**config.mk**
```make
export PLATFORM = sky130hd
export DESIGN_NAME = ps2_teclado_rx
export DESIGN_NICKNAME = d
export VERILOG_FILES = /design/src/rtl/ps2_teclado_rx.sv
export SDC_FILE = /design/constraint.sdc
export NUM_CORES = 1
export LEC_CHECK = 0
export ABC_CLOCK_PERIOD_IN_PS = 2850
export BUFFER_PORTS_ARGS = -buffer_cell sky130_fd_sc_hd__buf_4
export CAP_MARGIN = 20
export CELL_PAD_IN_SITES_DETAIL_PLACEMENT = 2
export CELL_PAD_IN_SITES_GLOBAL_PLACEMENT = 2
export CORE_MARGIN = 5
export CORE_UTILIZATION = 37
export DETAILED_ROUTE_END_ITERATION = 8
export PLACE_DENSITY = 0.9
export SLEW_MARGIN = 10
export SYNTH_ARGS = -nofsm -noshare
export SYNTH_HDL_FRONTEND = slang
export SYNTH_SLANG_ARGS = --single-unit
```
**constraint.sdc**
```tcl
create_clock -name clk -period 2.85 [get_ports clk]
set_input_delay 0.285 -clock clk [delete_from_list [all_inputs] [get_ports clk]]
set_output_delay 0.285 -clock clk [all_outputs]
set_load 0.02 [all_outputs]
```
**src/rtl/ps2_teclado_rx.sv**
```systemverilog
// PS/2 keyboard receiver: synchronises and deglitches ps2c/ps2d, deserialises
// 11-bit device-to-host frames, checks odd parity and the stop bit, filters
// break sequences and holds each make code as a level flag until ack.
// Ports: clk/reset (sync, active-high); ps2c/ps2d async PS/2 lines; ack clears
// new_data/parity_err/overrun; data_teclado/new_data present the code;
// parity_err/overrun are sticky error flags; busy is high while a frame is in flight.
module ps2_teclado_rx #(
    parameter int FILTER_LEN   = 8,
    parameter int TIMEOUT_CYC  = 200000,
    parameter bit IGNORE_BREAK = 1'b1
) (
    input  logic       clk,
    input  logic       reset,
    input  logic       ps2c,
    input  logic       ps2d,
    input  logic       ack,
    output logic [7:0] data_teclado,
    output logic       new_data,
    output logic       parity_err,
    output logic       overrun,
    output logic       busy
);

    localparam int TW = $clog2(TIMEOUT_CYC + 1);

    typedef enum logic [1:0] {IDLE, RX, CHECK} state_t;

    // Input synchronisers and clock deglitch filter
    logic                  c_meta, c_sync, d_meta, d_sync;
    logic [FILTER_LEN-1:0] filt;
    logic                  f_clk;
    logic                  fall_tick;

    always_ff @(posedge clk) begin
        if (reset) begin
            c_meta <= 1'b1;
            c_sync <= 1'b1;
            d_meta <= 1'b1;
            d_sync <= 1'b1;
            filt   <= '1;
            f_clk  <= 1'b1;
        end else begin
            c_meta <= ps2c;
            c_sync <= c_meta;
            d_meta <= ps2d;
            d_sync <= d_meta;
            filt   <= {filt[FILTER_LEN-2:0], c_sync};
            if (&filt)
                f_clk <= 1'b1;
            else if (~|filt)
                f_clk <= 1'b0;
        end
    end

    // High in the cycle where the filtered clock is about to drop; the data
    // line is sampled in this same cycle.
    assign fall_tick = f_clk & ~|filt;

    // Receive FSM and output registers
    state_t     state_q, state_n;
    logic [9:0] sreg_q, sreg_n;
    logic [3:0] cnt_q, cnt_n;
    logic [TW-1:0] tmo_q, tmo_n;
    logic       brk_q, brk_n;
    logic [7:0] data_q, data_n;
    logic       nd_q, nd_n;
    logic       pe_q, pe_n;
    logic       ov_q, ov_n;

    logic       frame_ok;
    logic [7:0] code;

    assign code     = sreg_q[7:0];
    // Odd parity over data+parity bit, and stop bit must be 1
    assign frame_ok = (^sreg_q[8:0]) & sreg_q[9];

    always_ff @(posedge clk) begin
        if (reset) begin
            state_q <= IDLE;
            sreg_q  <= '0;
            cnt_q   <= '0;
            tmo_q   <= '0;
            brk_q   <= 1'b0;
            data_q  <= 8'h00;
            nd_q    <= 1'b0;
            pe_q    <= 1'b0;
            ov_q    <= 1'b0;
        end else begin
            state_q <= state_n;
            sreg_q  <= sreg_n;
            cnt_q   <= cnt_n;
            tmo_q   <= tmo_n;
            brk_q   <= brk_n;
            data_q  <= data_n;
            nd_q    <= nd_n;
            pe_q    <= pe_n;
            ov_q    <= ov_n;
        end
    end

    always_comb begin
        state_n = state_q;
        sreg_n  = sreg_q;
        cnt_n   = cnt_q;
        tmo_n   = tmo_q;
        brk_n   = brk_q;
        data_n  = data_q;
        nd_n    = nd_q;
        pe_n    = pe_q;
        ov_n    = ov_q;

        // ack clears flags first; anything CHECK does below takes priority
        if (ack) begin
            nd_n = 1'b0;
            pe_n = 1'b0;
            ov_n = 1'b0;
        end

        unique case (state_q)
            IDLE: begin
                if (fall_tick && !d_sync) begin
                    state_n = RX;
                    cnt_n   = '0;
                    tmo_n   = '0;
                end
            end
            RX: begin
                if (fall_tick) begin
                    sreg_n = {d_sync, sreg_q[9:1]};
                    cnt_n  = cnt_q + 4'd1;
                    tmo_n  = '0;
                    if (cnt_q == 4'd9)
                        state_n = CHECK;
                end else if (tmo_q == TW'(TIMEOUT_CYC - 1)) begin
                    // Line went quiet mid-frame: drop it silently
                    state_n = IDLE;
                    tmo_n   = '0;
                end else begin
                    tmo_n = tmo_q + TW'(1);
                end
            end
            CHECK: begin
                state_n = IDLE;
                if (!frame_ok) begin
                    pe_n = 1'b1;
                end else if (IGNORE_BREAK && code == 8'hF0) begin
                    brk_n = 1'b1;
                end else if (brk_q) begin
                    brk_n = 1'b0;
                end else begin
                    data_n = code;
                    nd_n   = 1'b1;
                    if (nd_q && !ack)
                        ov_n = 1'b1;
                end
            end
            default: state_n = IDLE;
        endcase
    end

    assign data_teclado = data_q;
    assign new_data     = nd_q;
    assign parity_err   = pe_q;
    assign overrun      = ov_q;
    assign busy         = (state_q != IDLE);

endmodule

```
Word-level counts from Yosys, hierarchy flattened --
Cells that the tools add are included.
Storage, ports and cells: word-level logic and storage cells 75, input bits 5, bits in registers 59, output and inout bits 12
Cells by class: multiplexer cells 27, equal/unequal tests 9, bitwise gates (word level) 4, reductions and logical operators 18, add/sub/neg operators 2
Operators with widths (number):
- $mux W18 | 3
- $pmux W18 S2 | 1
- $add A18 B1 Y18 const B | 1
- $eq A18 B18 Y1 const B | 1
- $mux W1 | 15
- $reduce_xor A9 Y1 | 1
- $eq A8 B8 Y1 const B | 1
- $mux W2 | 4
- $mux W4 | 2
- $pmux W4 S2 | 1
- $reduce_and A8 Y1 | 1
- $reduce_or A8 Y1 | 1
- $ne A3 B3 Y1 const B | 2
- $reduce_and A2 Y1 | 3
- $reduce_and A3 Y1 | 2
- $add A4 B1 Y4 const B | 1
- $eq A4 B4 Y1 const B | 1
- $ne A2 B2 Y1 const B | 2
- $pmux W2 S2 | 1
- $reduce_and A4 Y1 | 1
- $reduce_bool A2 Y1 | 2
- $logic_not A1 Y1 | 3
- $and A1 B1 Y1 | 2
- $eq A2 B1 Y1 const B | 1
- 5 further kinds | 7

Longest topological paths before layout --
depth after elaboration 7, gate-level depth with buffers 8, gate-level depth less buffers 7

Worst setup path before layout --
No wires, ideal clock.
path kind register to register, start register tmo_q[12], end register tmo_q[11], cell stages (with the launch flop) 6, data arrival time 2.081 ns, path slack 0.647 ns, buffers on the path 0, required time 2.728 ns, library setup time 0.122 ns, period minus slack after synthesis 2.203 ns, path through dfxtp_1 -> or4b_1 -> or4_4 -> o31a_4 -> and4_4 -> a311o_1
Between the ends: word-level cells in the longest chain between the ends 4
RTL lines:
- from (decl) | RTL line 63 | logic [TW-1:0] tmo_q, tmo_n;
- from (signal assigned) | RTL line 92 | tmo_q <= tmo_n;
- $eq A18 B18 Y1 | RTL line 134 | end else if (tmo_q == TW'(TIMEOUT_CYC - 1)) begin
- $mux W18 | RTL line 134
- $mux W18 | RTL line 128 | if (fall_tick) begin
- $pmux W18 S2 | RTL line 119 | unique case (state_q)
No other way between the ends. A chain may end at the register's enable or synchronous reset.

Worst setup path after layout --
start register filt[5], end register cnt_q[1]
Between the ends: word-level cells in the longest chain between the ends 6, elaborated cells on any way between the ends 7, classes of those cells 2 x eq/ne; 1 x bitwise; 4 x reduce/logical
RTL lines:
- from (decl) | RTL line 30 | logic [FILTER_LEN-1:0] filt;
- from (signal assigned) | RTL line 47 | filt <= {filt[FILTER_LEN-2:0], c_sync};
- $reduce_or A8 Y1 * | RTL line 57 | assign fall_tick = f_clk & ~|filt;
- $logic_not A1 Y1 * | RTL line 57
- $and A1 B1 Y1 * | RTL line 57
- $logic_and A1 B1 Y1 | RTL line 121 | if (fall_tick && !d_sync) begin
- $ne A2 B2 Y1 (no source line)
- $reduce_and A3 Y1 (no source line) *
- to (signal assigned) | RTL line 91 | cnt_q <= cnt_n;
- to (decl) | RTL line 62 | logic [3:0] cnt_q, cnt_n;
Mark *: on every way between the ends. The rest lies on a longest branch, timed or not.

==> metrics.md <==
| Metric | Value |
|---|---|
| Worst slack after detailed placement | 0.567 ns |
| Internal portion of total power | ~1.3 mW |
| Post-synth top area share | 0.473 |
| Resized cells post-CTS | 0 |
| Met3 Resource Use GR | 0.0459 |
| Most used standard cells in the synthesized netlist | 59 x dfxtp_1, 35 x nor2_1, 31 x nand2_1 |
| Crit path launch type | register |
| Number of flip-flops and latches in the synthesized netlist | ~60 |
| Total placed cells including tap cells | between 300 and 400 |
| Die X-Extent | 92.2 um |
| Row Count | 30 |
| Cells after synthesis | ~280 |
| Clk sink count | a little under 60 |
| Pin count of the biggest net entering global routing | 43 |
| Full die area | 8490 um2 |
| Wire length of the first global-routing pass | approximately 12000 um |
| Number of pins exceeding their max-slew limit in the final report | 0 |
| Area added between synthesis and finish | 16.5% |
| Fraction of final layout cells sized beyond drive strength 1 | 0.177 |
| Worst Path Arrival | roughly 2.6 ns |
| Netlist area before placement | 2500 um2 |
| Maximum clock path buffer count | 2 |
| Status | completed |
| CTS Root Buffer Type | clkbuf_8 |
| Remaining max-slew budget at the tightest pin | 0.489 |
| Antenna diode count | 0 |
| Area of the core | ~6700 um2 |
| Number of warnings reported in the yosys synthesis log | 0 |
| Weighted congestion at the end of routability-driven global placement | about 0.75 |
| Global routing's busiest layer | met2 |
| Starting Density | 0.374 |
| Number of setup buffers added after CTS | 0 |
| Final cell count without fillers | 380 |
| Crit path setup slack, layout | 0.510 ns |
| Flop2flop setup slack | ~0.5 ns |
| Leakage dissipation | about 1.1 nW |
| Largest fanout on the critical path | 11 |
| Synthesized area per cell | just over 9 um2 |
| Number of CTS-inserted buffers | 9 |
| Share of flip-flops with an asynchronous set or reset | 0 |
| Initial antenna violation count | 0 |
| Port buffer count | 16 |
| I/O pin total | 17 |
| Final HPWL from detailed placement | between 4000 and 5000 um |
| Fin Clk Skew | 0.0113 ns |
| Cell types with the largest area share after synthesis | dfxtp_1 47%, nor2_1 5.3%, nand2_1 4.7% |
| Drt initial violations | 87 |
| Worst min-delay path category | in -> reg |
| Most used flip-flop cell after synthesis | dfxtp_1 |
| Peak clock frequency supported by timing | around 430 MHz |
| Detail-routed via count per cell | 5.47 |
| Top cell type by total area after synthesis | dfxtp_1 |
| Met2 GRT Util | 0.304 |
| Final Util | 0.436 |
| Detailed-route via count | about 2100 |
| MaxCap Viol Count | 0 |
| Maximum ir drop on the vdd rail | 0.281 mV |
| Vias in the first global route | around 2400 |
| Combinational fraction of design power | 0.016 |
| Final period util | 0.821 |
| Met1 usage in global routing | 0.214 |
| Die height | slightly above 90 um |
| Count leader, synth | dfxtp_1 |
| H-Tree Depth | 3 |
| Proportion of total power due to net switching | 0.213 |
| Number of synthesized flops with an enable pin | 0 |
| Overflow after GRT | 0 |
| Aggregate global-route resource usage | 0.179 |
| Part of the total power dissipated in the clock network | 0.474 |
| Post-CTS Hold Fix Bufs | 0 |
| Clk Latency, worst-skew pair | 0.33 ns |
| Post-CTS clock slew at the launch and capture registers of the worst setup and hold paths | 0.07 ns |
| Drt pass-1 iters | 4 |
| Net switching power figure | roughly 0.35 mW |
| Register area share after synthesis | 0.473 |
| Syn nets | about 290 |
| Post-detailed-route DRC marker count | 0 |
| Sum of negative setup slack | 0 ns |
| Worst Path Required | about 3.1 ns |
| Final wirelength | roughly 7000 um |
| Shortest period the worst path allows | roughly 2.3 ns |
| Post-detailed-route wirelength per cell | 18.3 um |
| Sequential share of power | 0.510 |
| Pwr Density | approximately 560 nW/um2 |
| Number of distinct standard cells referenced by the synthesized netlist | 44 |
| Crit. End Element | register |
| Antenna Violating Nets Remaining | 0 |
| Total of endpoints with negative setup slack in the final report | 0 |
| Final count of hold timing violations | 0 |
| TritonCTS clock tree | built |
| Setup repair after global routing missed its margin | no |
| Critical Setup Path Class | reg -> reg |
| Worst Tran Pin Value | 0.760 ns |
| # nets final | roughly 300 |
## worst max-delay path, stage by stage (launching register included)
cell,delay [ns]
dfxtp_1,0.33
or4_1,0.59
nor3_1,0.54
nand2_1,0.44
nor2_1,0.22
o21a_1,0.15
## cell usage in the layout (no fill, tap or decap), drive strengths merged, types with 2 or more instances in the layout
master | netlist | final
buf | 1 | 20
clkinvlp | 0 | 2
nor3 | 7 | 7
and4 | 3 | 3
nand3 | 6 | 6
ha | 7 | 7
and3 | 3 | 3
xor2 | 11 | 11
or4 | 3 | 3
a21oi | 16 | 16
o21ai | 3 | 3
dfxtp | 59 | 59
clkbuf | 10 | 11
nor4 | 6 | 6
nor2b | 2 | 2
a211oi | 4 | 4
or2 | 12 | 12
nand2 | 31 | 31
nand2b | 2 | 2
nand4 | 11 | 11
mux2i | 9 | 9
xnor2 | 7 | 7
or4b | 2 | 2
inv | 10 | 10
nor2 | 35 | 35
## through the flow
stage | power [mW] | hold slack, ns | cell area, um2
global placement | 0.873 | 0.394 | 2710
finish | 1.63 | 0.146 | 2910
CTS | 1.65 | 0.133 | 2910
floorplan | 0.864 | 0.389 | 2500
global route | 1.69 | 0.139 | 2910
detailed placement | 0.874 | 0.401 | 2710
## metal layers
layer / routed length (um) / vias to the layer above / share of wire
li1: - / 1002 / -
met1: 3150 / 1036 / 0.45
met2: 3530 / 31 / 0.51
met3: 176 / 9 / 0.025
met4: 98 / 0 / 0.014
met5: 0 / - / 0
## final cells by class
cell class              instances  area [um2]
fillers                       749        3770
multi-input cells             196        1240
flip-flops and latches         59        1180
clock buffers                  11         151
repair buffers                 20         150
well taps                      80         100
clock inverters                 4        50.0
inverters                      10        37.5
## flip-flops by register name (all words and copies together) (netlist names), 2 cells and up
signal        count
cnt_q             4
data_teclado      8
filt              8
sreg_q           10
state_q           2
tmo_q            18
## cells by family (layout without fill, tap and decap cells)
logic type	after synthesis	after routing	share of synthesized area
DFF	59	59	0.473
buffers and inverters	21	45	0.0331
AOI/OAI and AO/OA	35	35	0.0967
muxes	9	9	0.0361
and+or+nand+nor	126	126	0.254
adders and majority gates	7	7	0.0351
xor gates and xnor gates	19	19	0.0721
## final timing paths
kind                                 end  cells past startpoint  startpoint
worst max register to register  cnt_q[1]                      5     filt[5]
worst min register to register   filt[0]                      1      c_sync
worst min-delay path              d_meta                      2        ps2d
worst max-delay path            cnt_q[1]                      5     filt[5]
## power by group through the flow
stage / clock network [mW] / logic (mW) / registers (mW)
2_1_floorplan: 0 / 0.0158 / 0.848
3_3_place_gp: 0 / 0.0249 / 0.848
3_5_place_dp: 0 / 0.0257 / 0.849
4_1_cts: 0.791 / 0.0264 / 0.830
5_1_grt: 0.832 / 0.0284 / 0.830
6_report: 0.772 / 0.0258 / 0.830
No activity file was read; power rests on OpenSTA's default activity.
